<file path="src/rtl/nb_info_rw_if.sv">
// Bundle of the PU-side handshake and line-RAM bus for the neighbour-info sequencer.
interface nb_info_rw_if #(
  parameter int addr_bits = 6,
  parameter int data_bits = 8
);
  // PU parser / predictor side
  logic                 start;
  logic [addr_bits-1:0] pu_x;
  logic [addr_bits:0]   pu_w;
  logic                 commit;
  logic [data_bits-1:0] cur_info;
  logic                 busy;
  logic                 nb_valid;
  logic [data_bits-1:0] up_info;
  logic [data_bits-1:0] upright_info;
  logic                 upright_avail;
  logic                 done;
  // line RAM side
  logic                 ram_en;
  logic                 ram_we;
  logic [addr_bits-1:0] ram_a;
  logic [addr_bits-1:0] ram_dpra;
  logic [data_bits-1:0] ram_d;
  logic [data_bits-1:0] ram_spo;
  logic [data_bits-1:0] ram_dpo;

  // slave: the sequencer itself
  modport slave (
    input  start, pu_x, pu_w, commit, cur_info, ram_spo, ram_dpo,
    output busy, nb_valid, up_info, upright_info, upright_avail, done,
           ram_en, ram_we, ram_a, ram_dpra, ram_d
  );

  // master: whoever drives PUs and owns the RAM
  modport master (
    output start, pu_x, pu_w, commit, cur_info, ram_spo, ram_dpo,
    input  busy, nb_valid, up_info, upright_info, upright_avail, done,
           ram_en, ram_we, ram_a, ram_dpra, ram_d
  );
endinterface

</file>
<file path="src/rtl/nb_info_rw.sv">
// Neighbour-info line-RAM sequencer: reads the above and above-right entries for a PU,
// holds them for prediction, then writes the PU's own info over its width on commit.
//
// Handshake: start is a single-cycle request honoured only in IDLE with pu_w != 0;
// commit is a single-cycle request honoured only while nb_valid is high. Requests seen
// in any other state are dropped, never queued. done pulses for exactly one cycle.
module nb_info_rw #(
  parameter int addr_bits = 6,
  parameter int data_bits = 8
) (
  input  logic         clk,
  input  logic         rst,
  nb_info_rw_if.slave  bus,
  output logic [2:0]   dbg_state
);

  localparam logic [addr_bits:0] depth = {1'b1, {addr_bits{1'b0}}};

  typedef enum logic [2:0] {
    s_idle     = 3'd0,
    s_read     = 3'd1,
    s_nb_ready = 3'd2,
    s_write    = 3'd3,
    s_done     = 3'd4
  } state_t;

  state_t state, state_nxt;

  logic [addr_bits-1:0] px;
  logic [addr_bits:0]   pw;
  logic [data_bits-1:0] info;
  logic [addr_bits-1:0] wr_ptr;
  logic [addr_bits:0]   count;
  logic [data_bits-1:0] up_q;
  logic [data_bits-1:0] upright_q;
  logic                 avail_q;

  // Above-right column, kept one bit wider so running off the line is detectable.
  logic [addr_bits:0]   ur_sum;
  logic                 ur_avail;
  logic [addr_bits:0]   space;
  logic [addr_bits:0]   wr_count;

  assign ur_sum   = {1'b0, px} + pw;
  assign ur_avail = (ur_sum < depth);
  // Writes never wrap: clip the run at the end of the line.
  assign space    = depth - {1'b0, px};
  assign wr_count = (pw < space) ? pw : space;

  assign dbg_state = state;

  // State register.
  always_ff @(posedge clk or posedge rst) begin
    if (rst) state <= s_idle;
    else     state <= state_nxt;
  end

  // Next-state logic.
  always_comb begin
    state_nxt = state;
    case (state)
      s_idle:     if (bus.start && (bus.pu_w != '0)) state_nxt = s_read;
      s_read:     state_nxt = s_nb_ready;
      s_nb_ready: if (bus.commit) state_nxt = s_write;
      s_write:    if (count == {{addr_bits{1'b0}}, 1'b1}) state_nxt = s_done;
      s_done:     state_nxt = s_idle;
      default:    state_nxt = s_idle;
    endcase
  end

  // PU parameters, neighbour results and write-run bookkeeping.
  always_ff @(posedge clk or posedge rst) begin
    if (rst) begin
      px        <= '0;
      pw        <= '0;
      info      <= '0;
      wr_ptr    <= '0;
      count     <= '0;
      up_q      <= '0;
      upright_q <= '0;
      avail_q   <= 1'b0;
    end else begin
      case (state)
        s_idle: begin
          if (bus.start && (bus.pu_w != '0)) begin
            px <= bus.pu_x;
            pw <= bus.pu_w;
          end
        end
        s_read: begin
          up_q      <= bus.ram_spo;
          upright_q <= ur_avail ? bus.ram_dpo : '0;
          avail_q   <= ur_avail;
        end
        s_nb_ready: begin
          if (bus.commit) begin
            info   <= bus.cur_info;
            wr_ptr <= px;
            count  <= wr_count;
          end
        end
        s_write: begin
          wr_ptr <= wr_ptr + 1'b1;
          count  <= count - 1'b1;
        end
        default: ;
      endcase
    end
  end

  // Output decode from state; RAM bus is quiet outside READ and WRITE.
  always_comb begin
    bus.busy     = (state != s_idle);
    bus.nb_valid = 1'b0;
    bus.done     = 1'b0;
    bus.ram_en   = 1'b0;
    bus.ram_we   = 1'b0;
    bus.ram_a    = '0;
    bus.ram_dpra = '0;
    bus.ram_d    = '0;
    case (state)
      s_read: begin
        bus.ram_en   = 1'b1;
        bus.ram_a    = px;
        bus.ram_dpra = ur_sum[addr_bits-1:0];
      end
      s_nb_ready: bus.nb_valid = 1'b1;
      s_write: begin
        bus.ram_en   = 1'b1;
        bus.ram_we   = 1'b1;
        bus.ram_dpra = wr_ptr;
        bus.ram_d    = info;
      end
      s_done:  bus.done = 1'b1;
      default: ;
    endcase
  end

  assign bus.up_info       = up_q;
  assign bus.upright_info  = upright_q;
  assign bus.upright_avail = avail_q;

endmodule

</file>
<file path="src/flat_wrapper.sv">
// flat-port wrapper written by rule: the top's interface ports become plain ports
module nb_info_rw_flat 
#(
  parameter int addr_bits = 6,
  parameter int data_bits = 8
)
  (clk, rst, dbg_state, bus_start, bus_pu_x, bus_pu_w, bus_commit, bus_cur_info, bus_ram_spo, bus_ram_dpo, bus_busy, bus_nb_valid, bus_up_info, bus_upright_info, bus_upright_avail, bus_done, bus_ram_en, bus_ram_we, bus_ram_a, bus_ram_dpra, bus_ram_d);
  nb_info_rw_if #(.addr_bits(addr_bits), .data_bits(data_bits)) bus_i ();
  input  logic clk;
  input  logic rst;
  output logic [2:0] dbg_state;
  input wire logic [$bits(bus_i.start)-1:0] bus_start;
  input wire logic [$bits(bus_i.pu_x)-1:0] bus_pu_x;
  input wire logic [$bits(bus_i.pu_w)-1:0] bus_pu_w;
  input wire logic [$bits(bus_i.commit)-1:0] bus_commit;
  input wire logic [$bits(bus_i.cur_info)-1:0] bus_cur_info;
  input wire logic [$bits(bus_i.ram_spo)-1:0] bus_ram_spo;
  input wire logic [$bits(bus_i.ram_dpo)-1:0] bus_ram_dpo;
  output wire logic [$bits(bus_i.busy)-1:0] bus_busy;
  output wire logic [$bits(bus_i.nb_valid)-1:0] bus_nb_valid;
  output wire logic [$bits(bus_i.up_info)-1:0] bus_up_info;
  output wire logic [$bits(bus_i.upright_info)-1:0] bus_upright_info;
  output wire logic [$bits(bus_i.upright_avail)-1:0] bus_upright_avail;
  output wire logic [$bits(bus_i.done)-1:0] bus_done;
  output wire logic [$bits(bus_i.ram_en)-1:0] bus_ram_en;
  output wire logic [$bits(bus_i.ram_we)-1:0] bus_ram_we;
  output wire logic [$bits(bus_i.ram_a)-1:0] bus_ram_a;
  output wire logic [$bits(bus_i.ram_dpra)-1:0] bus_ram_dpra;
  output wire logic [$bits(bus_i.ram_d)-1:0] bus_ram_d;
  assign bus_i.start = bus_start;
  assign bus_i.pu_x = bus_pu_x;
  assign bus_i.pu_w = bus_pu_w;
  assign bus_i.commit = bus_commit;
  assign bus_i.cur_info = bus_cur_info;
  assign bus_i.ram_spo = bus_ram_spo;
  assign bus_i.ram_dpo = bus_ram_dpo;
  assign bus_busy = bus_i.busy;
  assign bus_nb_valid = bus_i.nb_valid;
  assign bus_up_info = bus_i.up_info;
  assign bus_upright_info = bus_i.upright_info;
  assign bus_upright_avail = bus_i.upright_avail;
  assign bus_done = bus_i.done;
  assign bus_ram_en = bus_i.ram_en;
  assign bus_ram_we = bus_i.ram_we;
  assign bus_ram_a = bus_i.ram_a;
  assign bus_ram_dpra = bus_i.ram_dpra;
  assign bus_ram_d = bus_i.ram_d;
  nb_info_rw #(.addr_bits(addr_bits), .data_bits(data_bits)) u_core (.clk(clk), .rst(rst), .bus(bus_i), .dbg_state(dbg_state));
endmodule
</file>
<file path="config.mk">
export PLATFORM = sky130hd
export DESIGN_NAME = nb_info_rw_flat
export DESIGN_NICKNAME = d
export VERILOG_FILES = /design/src/rtl/nb_info_rw_if.sv /design/src/rtl/nb_info_rw.sv /design/src/flat_wrapper.sv
export SDC_FILE = /design/constraint.sdc
export NUM_CORES = 1
export LEC_CHECK = 0
export CAP_MARGIN = 20
export CORE_ASPECT_RATIO = 1.1
export CORE_UTILIZATION = 40
export DETAILED_ROUTE_END_ITERATION = 7
export PLACE_DENSITY = 0.79
export SLEW_MARGIN = 20
export SYNTH_ARGS = -nofsm -noshare
export SYNTH_HDL_FRONTEND = slang
export SYNTH_SLANG_ARGS = --single-unit
</file>
<file path="constraint.sdc">
create_clock -name clk -period 2.8 [get_ports clk]
set_input_delay 0.56 -clock clk [delete_from_list [all_inputs] [get_ports clk]]
set_output_delay 0.56 -clock clk [all_outputs]
set_load 0.05 [all_outputs]
</file>
* Word level (Yosys, flattened, before mapping)
Cells that the tools add are included.
** Operators by class
- Multiplexer cells :: 17
- $lt $le $gt $ge :: 2
- Eq/ne operators :: 8
- Reductions and logical operators :: 10
- Add/subtract/negate cells :: 4
** Operators with widths (count)
- $pmux 6 s2 :: 2
- $mux 8 :: 2
- $mux 7 :: 2
- $pmux 7 s2 :: 1
- $mux 6 :: 2
- $pmux 3 s4 :: 1
- $mux 3 :: 3
- $add 6x7->7 :: 1
- $eq 7x1->1 const B :: 1
- $lt 7x7->1 :: 1
- $lt 7x7->1 const B :: 1
- $reduce_bool 7->1 :: 1
- $sub 7x1->7 const B :: 1
- $sub 7x6->7 const A :: 1
- $add 6x1->6 const B :: 1
- $eq 3x2->1 const B :: 2
- $reduce_and 2->1 :: 3
- $mux 1 :: 4
- $ne 2x1->1 const B :: 2
- $eq 3x1->1 const B :: 1
- $eq 3x3->1 const B :: 1
- $logic_not 3->1 :: 1
- $reduce_and 3->1 :: 1
- $reduce_bool 3->1 :: 1
- 4 further kinds :: 4
** Storage, ports and cells
- Output and inout bits :: 45
- Flip-flop bits (word level) :: 54
- Input bits :: 41
- Logic and storage cells :: 50

* Logic depth before layout (Yosys ltp)
- Word-level depth :: 5
- Mapped depth :: 10
- Mapped depth without buffers :: 10

* Worst setup path after synthesis
No wires, ideal clock.
- Kind :: reg-to-output
- Start :: reg u_core.state[2] (netlist: u_core.dbg_state[2])
- End :: out bus_ram_dpra[3]
- Cell stages (with the launch flop) :: 8
- Setup slack :: -163 ps
- Buffers on the path :: 4
- Arrival :: 2403 ps
- Data required time :: 2240 ps
- Cell sequence :: dfrtp_1 > buf_2 > nand2b_1 > buf_2 > or2_1 > buf_2 > buf_2 > o22ai_1
** Between the ends
- Longest elaborated chain between the ends :: 2
- Elaborated cells between the ends (all ways) :: 3
- Those cells by class :: eq/ne: 2; mux: 1
** RTL lines
- from (decl) :: RTL line nb_info_rw.sv:27 : state_t state, state_nxt;
- from (signal assigned) :: RTL line nb_info_rw.sv:54 : if (rst) state <= s_idle;
- from (signal assigned) :: RTL line nb_info_rw.sv:55 : else state <= state_nxt;
- $eq 3x2->1 or $eq 3x1->1 (tied branches) :: RTL line nb_info_rw.sv:121 : case (state)
- $pmux 6 s2 (*) :: RTL line nb_info_rw.sv:121
- to (decl) :: RTL line flat_wrapper.sv:28 : output wire logic [$bits(bus_i.ram_dpra)-1:0] bus_ram_dpra;
Every way passes the cells marked *; elsewhere a longest branch is shown, timed or not.

* Worst setup path in the final report
- Start :: reg u_core.px[0]
- End :: out bus_ram_dpra[4]
** Between the ends
- Longest elaborated chain between the ends :: 2
** RTL lines
- from (decl) :: RTL line nb_info_rw.sv:29 : logic [addr_bits-1:0] px;
- from (signal assigned) :: RTL line nb_info_rw.sv:86 : px <= bus.pu_x;
- $add 6x7->7 :: RTL line nb_info_rw.sv:44 : assign ur_sum = {1'b0, px} + pw;
- $pmux 6 s2 :: RTL line nb_info_rw.sv:121
No other way between the ends.

==> impl_metrics.ini <==
[run_status]
outcome = finished, violations left
violations = negative setup slack

[critical_path]
critPathMaxFanout = 3
worstPathArrival_ns = 2.33
reg2reg_depth = 10
r2r_slack_ns = 0.13
required_ns = 2.24
end_kind = output port
worstSetupPathType = reg2out
start_kind = register

[sta]
finalHoldViolCount = 0
fmax_mhz = 346
holdWs_ns = 0.474
post-route-period-util_pct = 103
slew_headroom_pct = 35.7
period_minus_slack_ns = 2.89
clock_skew_ns = 0.00789
setup_violations = 1
rsz0062_at_grt = yes
worst_slack_ns = -0.0869
tightest_slew_ns = 0.959
drv_slew = 0

[synthesis]
postSynthRegisterBits = 54
synthMuxAreaShare_pct = 6.41
syn_avg_cell_area_um2 = 9.02
yosys.area_share.xor_xnor_pct = 2.27
synth_area_um2 = 3080
synth-async-reset-ratio_pct = 100
synth_fp_nets = 401
ys_seq_area_share_pct = 43.8
synthFlopType = dfrtp_1
synth_enable_flop_cells = 0
yosysUniqueCellTypes = 49
synth-simple-area-share_pct = 23.9
synth_top_family_by_area = simple AND/OR/NAND/NOR gates
synth_compound_area_share_pct = 11.2
postSynthCellCount = 342
synthAdderAreaFrac_pct = 7.55
yosys_warnings = 0

[cts]
clock-sinks = 54
numCtsBuffers = 5
cts_tree = done
path_clk_slew_ns = 0.10
ctsRootBufferMaster = clkbuf_8
clockBufferDepth = 2
h-tree-depth = 2
clock_latency_ns = 0.31

[finish]
fin_util_pct = 60.6
layout_common_cells = nand2_1 (76), clkdlybuf4s50_1 (63), dfrtp_1 (49), nor2_1 (22), buf_4 (22)
area_delta_synth_final_pct = 46.9
diodes = 0
nets = 499
drive_above_1_share_pct = 18.0
final_common_cell = nand2_1

[routing]
wl_um = 8940
drt-pass1-iter-count = 4
first_iter_violations = 286
ant_nets = 0
drc = 0
vias = 2919
routedWlPerCell_um = 16.4
vias_per_cell = 5.36

[hold_path]
min-delay-path-class = reg2reg
hold_depth = 2

[floorplan]
rows = 33
coreArea_um2 = 7470
die_h_um = 94.1
die-area_um2 = 8070
die_w_um = 85.7
start_util_pct = 41.3
top_level_ports = 86

[pwr]
vdd_drop_max_v = 0.000778
p_per_area_nw_per_um2 = 1270
power.total_mw = 5.76
p_leak_nw = 2.04

[global_routing]
grt_pass1_vias = 2877
grt_max_degree = 33
grt_usage_pct = 22.2
grt_pass1_wl_um = 13900
grt_overflow = 0
antenna_found_initial = 0

[placed_design]
place_congestion = 0.991
portBuffers = 85
hpwl_um = 6370

[job]
max-cap-violations = 0
## logic make-up after synthesis
logic type / after synthesis
fa+ha+maj: 18
simple gates: 156
flops: 54
xor+xnor: 8
compound gates: 53
buf+inv: 35
mux: 18
## worst paths after layout
check	from	end
setup reg to reg	u_core.px[0]	u_core.count[5]
hold reg to reg	u_core.info[0]	u_core.info[0]
setup / recovery	u_core.px[0]	bus_ram_dpra[4]
min in group asynchronous	rst	u_core.bus.upright_info[5]
hold / removal	u_core.info[0]	u_core.info[0]
max in group asynchronous	rst	u_core.px[1]
## registers in the layout, indices dropped and copies added, names as in the netlist
name	flops
u_core.bus.up_info	8
u_core.info	8
u_core.pw	7
u_core.dbg_state	3
u_core.bus.upright_info	8
u_core.count	7
u_core.px	6
u_core.wr_ptr	6
u_core.bus.upright_avail	1
## area by class of cell
class	count	area [um2]
Sequential cell	54	1360
Timing Repair Buffer	107	1210
Clock inverter	1	7.51
Tap cell	105	131
Inverter	18	67.6
Multi-Input combinational cell	254	1680
Fill cell	622	2940
Clock buffer	6	72.6
## power breakdown
part,internal [mW],total (mW),switching [mW]
Combinational,1.58,3.88,2.30
Clock,0.172,0.424,0.252
Sequential,1.12,1.45,0.327
Total,2.87,5.76,2.88
## through the flow
stage / TNS [ns] / std cells / setup slack (ns) / instance area (um2)
global route: -0.219 / 545 / -0.114 / 4530
detailed placement: 0 / 527 / 0.0632 / 4280
finish: -0.0869 / 545 / -0.0869 / 4530
CTS: -0.0248 / 538 / -0.0248 / 4410
global placement: 0 / 527 / 0.125 / 4280
floorplan: -0.117 / 342 / -0.0585 / 3100
## repair_timing
action | 4_1_cts | 5_1_grt
pin swaps | 3 | 9
gates cloned | 0 | 1
setup buffers | 4 | 6
setup endpoints to repair | 3 | 9
hold buffers | 0 | 0
resized for setup | 7 | 18
endpoints found under the hold margin | 0 | 0
## layer usage
| layer | global-route usage (%) | part of all wire [%] |
|---|---|---|
| met1 | 26.6 | 39 |
| met2 | 38.7 | 52 |
| met3 | 3.95 | 6.5 |
| met4 | 9.86 | 2.9 |
| met5 | 0 | 0 |
## cell usage after synthesis (all sizes together), types with 5 or more instances
cell type  number  area share [%]
mux2           14             5.1
clkbuf          6            0.73
o31ai           9             2.2
o21ai           9             1.5
nand3          11             1.8
nor3           10             1.8
buf            11             2.0
ha             17             6.9
nor2           24             3.2
xor2            5             1.4
nand2          76             9.2
inv            18             2.2
dfrtp          54              44
a21oi          17             2.8
and2           15             3.0
## worst max-delay path, cell delays in order (launching register included)
cell,delay [ns]
dfrtp_2,0.45
ha_4,0.18
fa_2,0.40
a21o_1,0.20
a21oi_2,0.14
xor2_1,0.20
o21ai_1,0.12
and2_4,0.18
buf_12,0.14
(Power assumes the default switching activity.)
